## config.mk

```make
export PLATFORM = sky130hd
export DESIGN_NAME = morse_key_sequencer
export DESIGN_NICKNAME = d
export VERILOG_FILES = /design/src/rtl/morse_key_sequencer.sv
export SDC_FILE = /design/constraint.sdc
export NUM_CORES = 1
export LEC_CHECK = 0
export ABC_AREA = 1
export CORE_ASPECT_RATIO = 1.1
export CORE_MARGIN = 3
export CORE_UTILIZATION = 38
export CTS_CLUSTER_SIZE = 8
export DETAILED_ROUTE_END_ITERATION = 10
export GPL_TIMING_DRIVEN = 0
export PLACE_DENSITY = 0.57
export SKIP_LAST_GASP = 1
export SYNTH_ARGS = -nofsm -noshare
export SYNTH_HDL_FRONTEND = slang
export SYNTH_SLANG_ARGS = --single-unit
```

## constraint.sdc

```tcl
create_clock -name clock -period 3.3 [get_ports clock]
set_input_delay 0.66 -clock clock [delete_from_list [all_inputs] [get_ports clock]]
set_output_delay 0.66 -clock clock [all_outputs]
set_load 0.02 [all_outputs]
```

## src/rtl/morse_key_sequencer.sv

```systemverilog
// Straight-key Morse decoder: classifies presses into dots/dashes by length and
// groups them into letters of up to five elements separated by a long release.
module morse_key_sequencer #(
    parameter int unsigned DASH_MIN = 20000000,
    parameter int unsigned GAP_MIN  = 60000000
) (
    input  logic       clock,
    input  logic       reset_n,
    input  logic       key,
    input  logic       clear,
    output logic       symbol_valid,
    output logic       symbol_is_dash,
    output logic       letter_valid,
    output logic [4:0] letter_code,
    output logic [2:0] letter_len,
    output logic       overflow,
    output logic       busy
);

    typedef enum logic [1:0] {
        IDLE,
        PRESS,
        GAP,
        DISCARD
    } state_e;

    localparam logic [2:0] MaxLen = 3'd5;

    state_e      state_q, state_d;
    logic        run_q;
    logic        key_q;
    logic [31:0] press_cnt_q, press_cnt_d;
    logic [31:0] gap_cnt_q, gap_cnt_d;
    logic [2:0]  len_q, len_d;
    logic [4:0]  code_q, code_d;

    logic        symbol_valid_q, symbol_valid_d;
    logic        symbol_is_dash_q, symbol_is_dash_d;
    logic        letter_valid_q, letter_valid_d;
    logic        overflow_q, overflow_d;
    logic [4:0]  letter_code_q;
    logic [2:0]  letter_len_q;

    logic        key_rise;
    logic        is_dash;
    logic        letter_full;
    logic [31:0] gap_inc;
    logic        gap_done;

    assign key_rise    = key & ~key_q;
    assign is_dash     = (press_cnt_q >= DASH_MIN);
    assign letter_full = (len_q >= MaxLen);
    assign gap_inc     = gap_cnt_q + 32'd1;
    assign gap_done    = (gap_inc >= GAP_MIN);

    // run_q stays low for the first edge after reset so that key_q captures the
    // current level before any edge detection; a key held across reset is ignored.
    // NOTE: sequential state is updated only with non-blocking assignments so every
    // flop samples the pre-edge values of the others, independent of statement order.
    always_ff @(posedge clock or negedge reset_n) begin
        if (!reset_n) begin
            run_q <= 1'b0;
            key_q <= 1'b0;
        end else begin
            run_q <= 1'b1;
            key_q <= key;
        end
    end

    always_ff @(posedge clock or negedge reset_n) begin
        if (!reset_n) begin
            state_q     <= IDLE;
            press_cnt_q <= '0;
            gap_cnt_q   <= '0;
            len_q       <= '0;
            code_q      <= '0;
        end else begin
            state_q     <= state_d;
            press_cnt_q <= press_cnt_d;
            gap_cnt_q   <= gap_cnt_d;
            len_q       <= len_d;
            code_q      <= code_d;
        end
    end

    // NOTE: every signal written here gets a default first, so no path leaves a
    // value unassigned and no latch is inferred.
    always_comb begin
        state_d     = state_q;
        press_cnt_d = press_cnt_q;
        gap_cnt_d   = gap_cnt_q;
        len_d       = len_q;
        code_d      = code_q;

        if (run_q) begin
            if (clear) begin
                state_d     = IDLE;
                press_cnt_d = '0;
                gap_cnt_d   = '0;
                len_d       = '0;
                code_d      = '0;
            end else begin
                unique case (state_q)
                    IDLE: begin
                        if (key_rise) begin
                            state_d     = PRESS;
                            press_cnt_d = 32'd1;
                        end
                    end
                    PRESS: begin
                        if (key) begin
                            if (!is_dash) begin
                                press_cnt_d = press_cnt_q + 32'd1;
                            end
                        end else if (letter_full) begin
                            state_d   = DISCARD;
                            gap_cnt_d = 32'd1;
                            len_d     = '0;
                            code_d    = '0;
                        end else begin
                            state_d   = GAP;
                            gap_cnt_d = 32'd1;
                            len_d     = len_q + 3'd1;
                            code_d    = code_q | (5'(is_dash) << len_q);
                        end
                    end
                    GAP: begin
                        if (key) begin
                            if (key_rise) begin
                                state_d     = PRESS;
                                press_cnt_d = 32'd1;
                            end
                        end else if (gap_done) begin
                            state_d   = IDLE;
                            gap_cnt_d = '0;
                            len_d     = '0;
                            code_d    = '0;
                        end else begin
                            gap_cnt_d = gap_inc;
                        end
                    end
                    DISCARD: begin
                        if (key) begin
                            gap_cnt_d = '0;
                        end else if (gap_done) begin
                            state_d   = IDLE;
                            gap_cnt_d = '0;
                        end else begin
                            gap_cnt_d = gap_inc;
                        end
                    end
                    default: state_d = IDLE;
                endcase
            end
        end
    end

    // Pulse decode: a release or a completed gap in this cycle becomes a
    // registered pulse next cycle; clear suppresses all of them.
    always_comb begin
        symbol_valid_d   = 1'b0;
        symbol_is_dash_d = 1'b0;
        overflow_d       = 1'b0;
        letter_valid_d   = 1'b0;
        if (run_q && !clear) begin
            if (state_q == PRESS && !key) begin
                symbol_valid_d   = 1'b1;
                symbol_is_dash_d = is_dash;
                overflow_d       = letter_full;
            end
            if (state_q == GAP && !key && gap_done) begin
                letter_valid_d = 1'b1;
            end
        end
    end

    always_ff @(posedge clock or negedge reset_n) begin
        if (!reset_n) begin
            symbol_valid_q   <= 1'b0;
            symbol_is_dash_q <= 1'b0;
            letter_valid_q   <= 1'b0;
            overflow_q       <= 1'b0;
            letter_code_q    <= '0;
            letter_len_q     <= '0;
        end else begin
            symbol_valid_q   <= symbol_valid_d;
            symbol_is_dash_q <= symbol_is_dash_d;
            letter_valid_q   <= letter_valid_d;
            overflow_q       <= overflow_d;
            if (letter_valid_d) begin
                letter_code_q <= code_q;
                letter_len_q  <= len_q;
            end
        end
    end

    assign symbol_valid   = symbol_valid_q;
    assign symbol_is_dash = symbol_is_dash_q;
    assign letter_valid   = letter_valid_q;
    assign overflow       = overflow_q;
    assign letter_code    = letter_code_q;
    assign letter_len     = letter_len_q;
    assign busy           = (state_q != IDLE);

endmodule

```

==> results.cfg <==
[timing]
rsz0062_at_grt = no
setup_viol = 0
worstMarginPinSlew_ns = 0.855
finalCriticalPeriod_ns = 2.96
fin_crit_sh = 0.898
timing.fmax_mhz = 337
hold_viol = 0
fin_skew_ns = 0.00667
fin_ws_ns = 0.337
holdWs_ns = 0.260
relSlewSlack = 0.429
setup-tns-final_ns = 0
final_max_slew_viol_count = 0

[placed_design]
gp_congestion = 0.898
place.detailed.hpwl_microns = 9290
placed_cell_area_sq_um = 5770
pre_cts_slack_ns = -0.0461
io_buffers = 15
placed_cells = 923

[logic_synthesis]
yosysWarnings = 0
synth_nets = 736
synth.area.top_cells = dfrtp_1 (41%), nand2_1 (13%), nor2_1 (6.7%)
ys.flop_type = dfrtp_1
synth-seq-cells = 88
synth_top_area_frac = 0.411
synth_edf_count = 0
syn_avg_cell_area_sq_um = 7.41
synth_top_area_cell = dfrtp_1
async_flop_share = 1.00
syn_area_sq_um = 5360
yosysSeqAreaShare = 0.411
synth.distinct_cells = 45
synth_cells = 723

[floorplanning]
die_h_microns = 131
io_pins = 17
initial_core_util = 0.397
die_area_sq_um = 15600
coreArea_sq_um = 13500
placementRows = 44
die_w_microns = 119

[detailed_routing]
vias = 4630
viasPerCell = 4.94
ant_nets = 0
wl_per_cell_microns = 13.3
wl_microns = 12400
post-route-drc-count = 0
drt_first_pass_iters = 5
drt_iter0_markers = 226

[clock_tree]
clkTransAtPathRegs_ns = 0.06
insertion_delay_ns = 0.35
cts_tree = built
post_cts_buffers = 0
cts_buffers = 9
clock_path_buffers = 2
cts_hold_buf = 0
cts_max_level = 3
root_buffer = clkbuf_16
cts_sinks = 88
cts_resized = 0

[worst_setup_path]
path_class = input port to register
startpoint_type = input port
crit_required_ns = 3.56
path_buf_inv = 4
crit_chain = clkdlybuf4s50_1 > inv_1 > nor2_1 > o21ai_0 > nand2_1 > a21oi_4 > inv_2 > a2111oi_2 > nand2_2 > buf_6 > o22ai_1
cp-end-kind = register
cpPeakStageDelay_ns = 0.69
cp_max_fo = 10
cp_top_family = compound AO/OA/AOI/OAI gates
cp_slowest_cell = a2111oi_2
arrival_ns = 3.22

[worst_hold_path]
hold_class = input port to asynchronous set/reset pin

[status]
status = finished, final reports clean

[grt]
grt-ovfl-total = 0
grt_pass1_vias = 4571
grt_max_degree = 57
antenna_found_initial = 0
grt_usage = 0.171
grt_pass1_wl_microns = 21500

[layout]
final_common_cell = nand2_1
finalNonFillerCells = 938
layout.nets = 763
layout_common_cells = nand2_1 (184), nor2_1 (95), inv_1 (89), dfrtp_1 (88), nand3_1 (49)
drive_gt1_frac = 0.111
design_area_sq_um = 6070
diodes = 0
areaGrowthSynthToFinish_pct = 13.3

[power]
leakage_nw = 2.55
ir_drop_v = 0.000177
p_per_area_nw_per_um2 = 459

[run]
drv_cap = 0
cell type report:
| cell class | instances | area (sq um) |
|---|---|---|
| multi-input combinational | 527 | 2700 |
| fill | 1379 | 7410 |
| clock inverter | 2 | 37.5 |
| buffer | 12 | 92.6 |
| timing repair buffer | 16 | 175 |
| tap | 184 | 230 |
| clock buffer | 13 | 270 |
| sequential | 88 | 2200 |
| inverter | 96 | 363 |
cell usage after synthesis, types with 2 or more instances:
cell      instances
a21oi_1          13
a21oi_4           2
a31oi_1           2
and2_1            2
buf_2             2
buf_6             3
clkbuf_1          5
dfrtp_1          88
ha_1              9
inv_1            89
inv_2             5
nand2_1         184
nand2_2          13
nand2_4           2
nand3_1          49
nand3_2           4
nand4_1          12
nor2_1           95
nor2_2            8
nor2_4            5
nor3_1           15
nor4_1            8
o21ai_0          28
o21ai_1          16
o21ai_2          16
o21bai_1          3
o22ai_1           6
o41ai_1           2
or2_2             3
xnor2_1          12
xor2_1            8
logic make-up (layout without fill, tap and decap cells):
| group | count (synthesis) | in the layout | synth area share |
|---|---|---|---|
| AOI/OAI and AO/OA | 96 | 96 | 0.117 |
| xor gates and xnor gates | 20 | 20 | 0.0327 |
| adders and majority gates | 9 | 9 | 0.0210 |
| buffers and inverters | 108 | 139 | 0.0850 |
| DFF | 88 | 88 | 0.411 |
| other | 1 | 1 | 0.000700 |
| and+or+nand+nor | 401 | 401 | 0.332 |
state kept, by name, indices dropped and copies added (netlist names):
signal,count
code_q,5
gap_cnt_q,32
key_q,1
len_q,3
letter_code,5
letter_len,3
letter_valid,1
overflow,1
press_cnt_q,32
run_q,1
state_q,2
symbol_is_dash,1
symbol_valid,1
per-layer routing:
layer,GRT usage,share of wire
met5,0,0
met4,0.0791,0.021
met3,0.0232,0.029
met2,0.293,0.48
met1,0.215,0.47
where the power goes:
group          internal, mW  switching [mW]
Combinational         0.169           0.386
Sequential             1.12          0.0536
Clock                 0.645           0.414
Total                  1.93           0.853
path summary, 6_finish.rpt:
kind                            slack [ns]  cells past startpoint           from         endpoint
worst max-delay path                  0.34                     11            key    gap_cnt_q[22]
worst min-delay path                  0.26                      1        reset_n    gap_cnt_q[28]
worst max register to register        0.42                     12     state_q[1]   press_cnt_q[6]
worst min register to register        0.48                      2  letter_len[2]    letter_len[2]
max in group asynchronous             2.42                      2        reset_n  press_cnt_q[30]
min in group clock                    0.48                      2  letter_len[2]    letter_len[2]
worst register-to-register path, cell delays in order (launching register included):
cell and delay [ns]:
dfrtp_1 0.44, inv_1 0.11, ha_1 0.25, inv_1 0.16
nor2_1 0.12, inv_1 0.14, o21ai_0 0.09, a211oi_1 0.29
nand2_1 0.28, inv_1 0.18, clkbuf_1 0.39, o2111ai_1 0.21
o21ai_0 0.14
through the flow:
step	utilization	total power [mW]
3_3_place_gp	0.426	1.74
2_1_floorplan	-	1.57
5_1_grt	0.450	2.94
3_5_place_dp	0.427	1.75
6_report	0.450	2.79
4_1_cts	0.450	2.82
(Power assumes the default switching activity.)
==> RTL change (same flow settings) <==
Remove the register `symbol_is_dash_q`: a continuous assignment takes its place, so the output `symbol_is_dash` follows one clock earlier.
--- a/src/rtl/morse_key_sequencer.sv
+++ b/src/rtl/morse_key_sequencer.sv
@@ -177,14 +177,12 @@
     always_ff @(posedge clock or negedge reset_n) begin
         if (!reset_n) begin
             symbol_valid_q   <= 1'b0;
-            symbol_is_dash_q <= 1'b0;
             letter_valid_q   <= 1'b0;
             overflow_q       <= 1'b0;
             letter_code_q    <= '0;
             letter_len_q     <= '0;
         end else begin
             symbol_valid_q   <= symbol_valid_d;
-            symbol_is_dash_q <= symbol_is_dash_d;
             letter_valid_q   <= letter_valid_d;
             overflow_q       <= overflow_d;
             if (letter_valid_d) begin
@@ -193,6 +191,8 @@
             end
         end
     end
+
+    assign symbol_is_dash_q = symbol_is_dash_d;
 
     assign symbol_valid   = symbol_valid_q;
     assign symbol_is_dash = symbol_is_dash_q;
Check against the original RTL: same outputs for any inputs over 10 cycles, from zero or initial values and one cycle with reset_n low; that may be too few to reach the edited logic, so the function may still have changed.
==> RTL change against the unedited design <==
Synthesized area fell by 0.47%. Routed wire length fell by 0.28%. Setup slack got worse by 0.0071 ns. Cell area barely moved. Power rose by 1.1%. Global-route usage fell by 0.091 points. Sequential cell count fell by 1. Critical endpoint is now gap_cnt_q[6]$_DFFE_PN0P_. Highest routed layer unchanged.
==> RTL change: results (changes against the unedited design) <==
{| class="wikitable"
! Metric !! Value
|-
| Complex-gate fraction of the synthesized area || 11.80% (+0.055 points)
|-
| Layout cells sized above 1 || 11.41% (+0.27 points)
|-
| Post-synth net total || 735 (-0.14%)
|-
| Area contributors post-synth || dfrtp_1, nand2_1, nor2_1, inv_1, nand3_1
|-
| Standby leakage power || 2.564 nW (+0.37%)
|-
| Worst Path Arrival || 3.23 ns (about the same)
|-
| Vias per inst || 4.970 (+0.69%)
|-
| Via count of the first global-routing pass || 4570 (-0.022%)
|-
| Met3 Use GR || 2.384% (+0.059 points)
|-
| Final wirelength || 12.41 mm (-0.28%)
|-
| Share of synthesized cell area in full adder, half adder and majority cells || 2.111% (+0.0099 points)
|-
| Grt met1 use || 21.52% (about the same)
|-
| Number of placed instances with taps included || 922 (-0.11%)
|-
| Share of the synthesized netlist area taken by xor and xnor gates || 3.283% (+0.015 points)
|-
| Cell internal power dissipation || 1.945 mW (+0.58%)
|-
| Maximum clock skew at final layout || 0.009335 ns (+0.002665 ns)
|-
| Half-perimeter wire length after detailed placement || 9.345 mm (+0.61%)
|-
| Final #Nets || 762 (-0.13%)
|-
| Placed inst area || 5741 um^2 (-0.43%)
|-
| Clock insertion delay at the later pin of the skew report || 0.34 ns
|-
| FF-to-FF End || gap_cnt_q[6]$_DFFE_PN0P_
|-
| Sum Neg Setup Slack || 0 ns (unchanged)
|-
| Met2 Usage GRT || 29.33% (about the same)
|-
| RR Startpoint || state_q[0]$_DFFE_PN0P_
|-
| Worst r2r path cells || 10 (-2)
|-
| Top cells by count, synth || nand2_1, nor2_1, inv_1
|-
| Register area share after synthesis || 40.81% (-0.28 points)
|-
| Largest incremental delay on the critical path || 0.68 ns
|-
| Pin slew with the least headroom to its limit || 0.8322 ns (-0.02233 ns)
|-
| Clock transition at path regs || 0.06 ns (about the same)
|-
| Worst R2R Setup Slack || 0.51 ns (+0.09 ns)
|-
| Number of different library cells in the post-synthesis netlist || 45 (unchanged)
|-
| GPL Wtd Cong || 0.9106 (+1.4%)
|-
| Number of DRC markers after the initial detailed-route iteration || 232 (+2.7%)
|-
| Number of filler cells placed in the layout || 1354 (-1.8%)
|-
| Number of standard cells after synthesis || 722 (-0.14%)
|-
| Post-route worst setup slack || 0.3298 ns (-0.007060 ns)
|-
| All-layer global routing usage || 16.99% (-0.091 points)
|-
| First-pass GRT wire length || 21.34 mm (-0.64%)
|-
| Die outline area || 15500 um^2 (-0.44%)
|-
| Largest net degree at the start of global routing || 48 (-16%)
|-
| Min-delay worst type || in2async
|-
| Minimum hold slack || 0.2936 ns (+0.03326 ns)
|-
| Post-placement setup slack || -0.02355 ns (+0.02251 ns)
|-
| Worst supply voltage drop on vdd || 0.0002215 V (+25%)
|-
| Outcome || finished clean
|}
-- RTL change: area by class of cell --
class	instances	area (um^2)	area share, %
Buffer	12	92.59	1.526
Sequential cell	87	2177	35.88
Clock inverter	5	82.58	1.361
Timing Repair Buffer	16	177.7	2.928
Tap cell	184	230.2	3.794
Inverter	96	362.8	5.979
Clock buffer	11	232.7	3.835
Multi-Input combinational cell	527	2713	44.70
-- RTL change: timing repair --
| item | 4_1_cts | 5_1_grt |
|---|---|---|
| endpoints found under the hold margin | 0 | 0 |
| cloned | 0 | 0 |
| gates resized for setup | 1 | 3 |
| endpoints found under the setup margin | 1 | 1 |
-- RTL change: metal layers --
metal,share of wire [%],wire length [um]
met5,0,0
met2,50,6167
met1,46,5710
met4,1.9,233
met3,2.4,299
-- RTL change: power by group through the flow --
stage               logic (mW)  clock network (mW)  registers [mW]
floorplan                0.390                   0            1.17
global placement         0.549                   0            1.18
detailed placement       0.563                   0            1.18
CTS                      0.568                1.12            1.16
global route             0.642                1.16            1.17
finish                   0.565                1.09            1.16
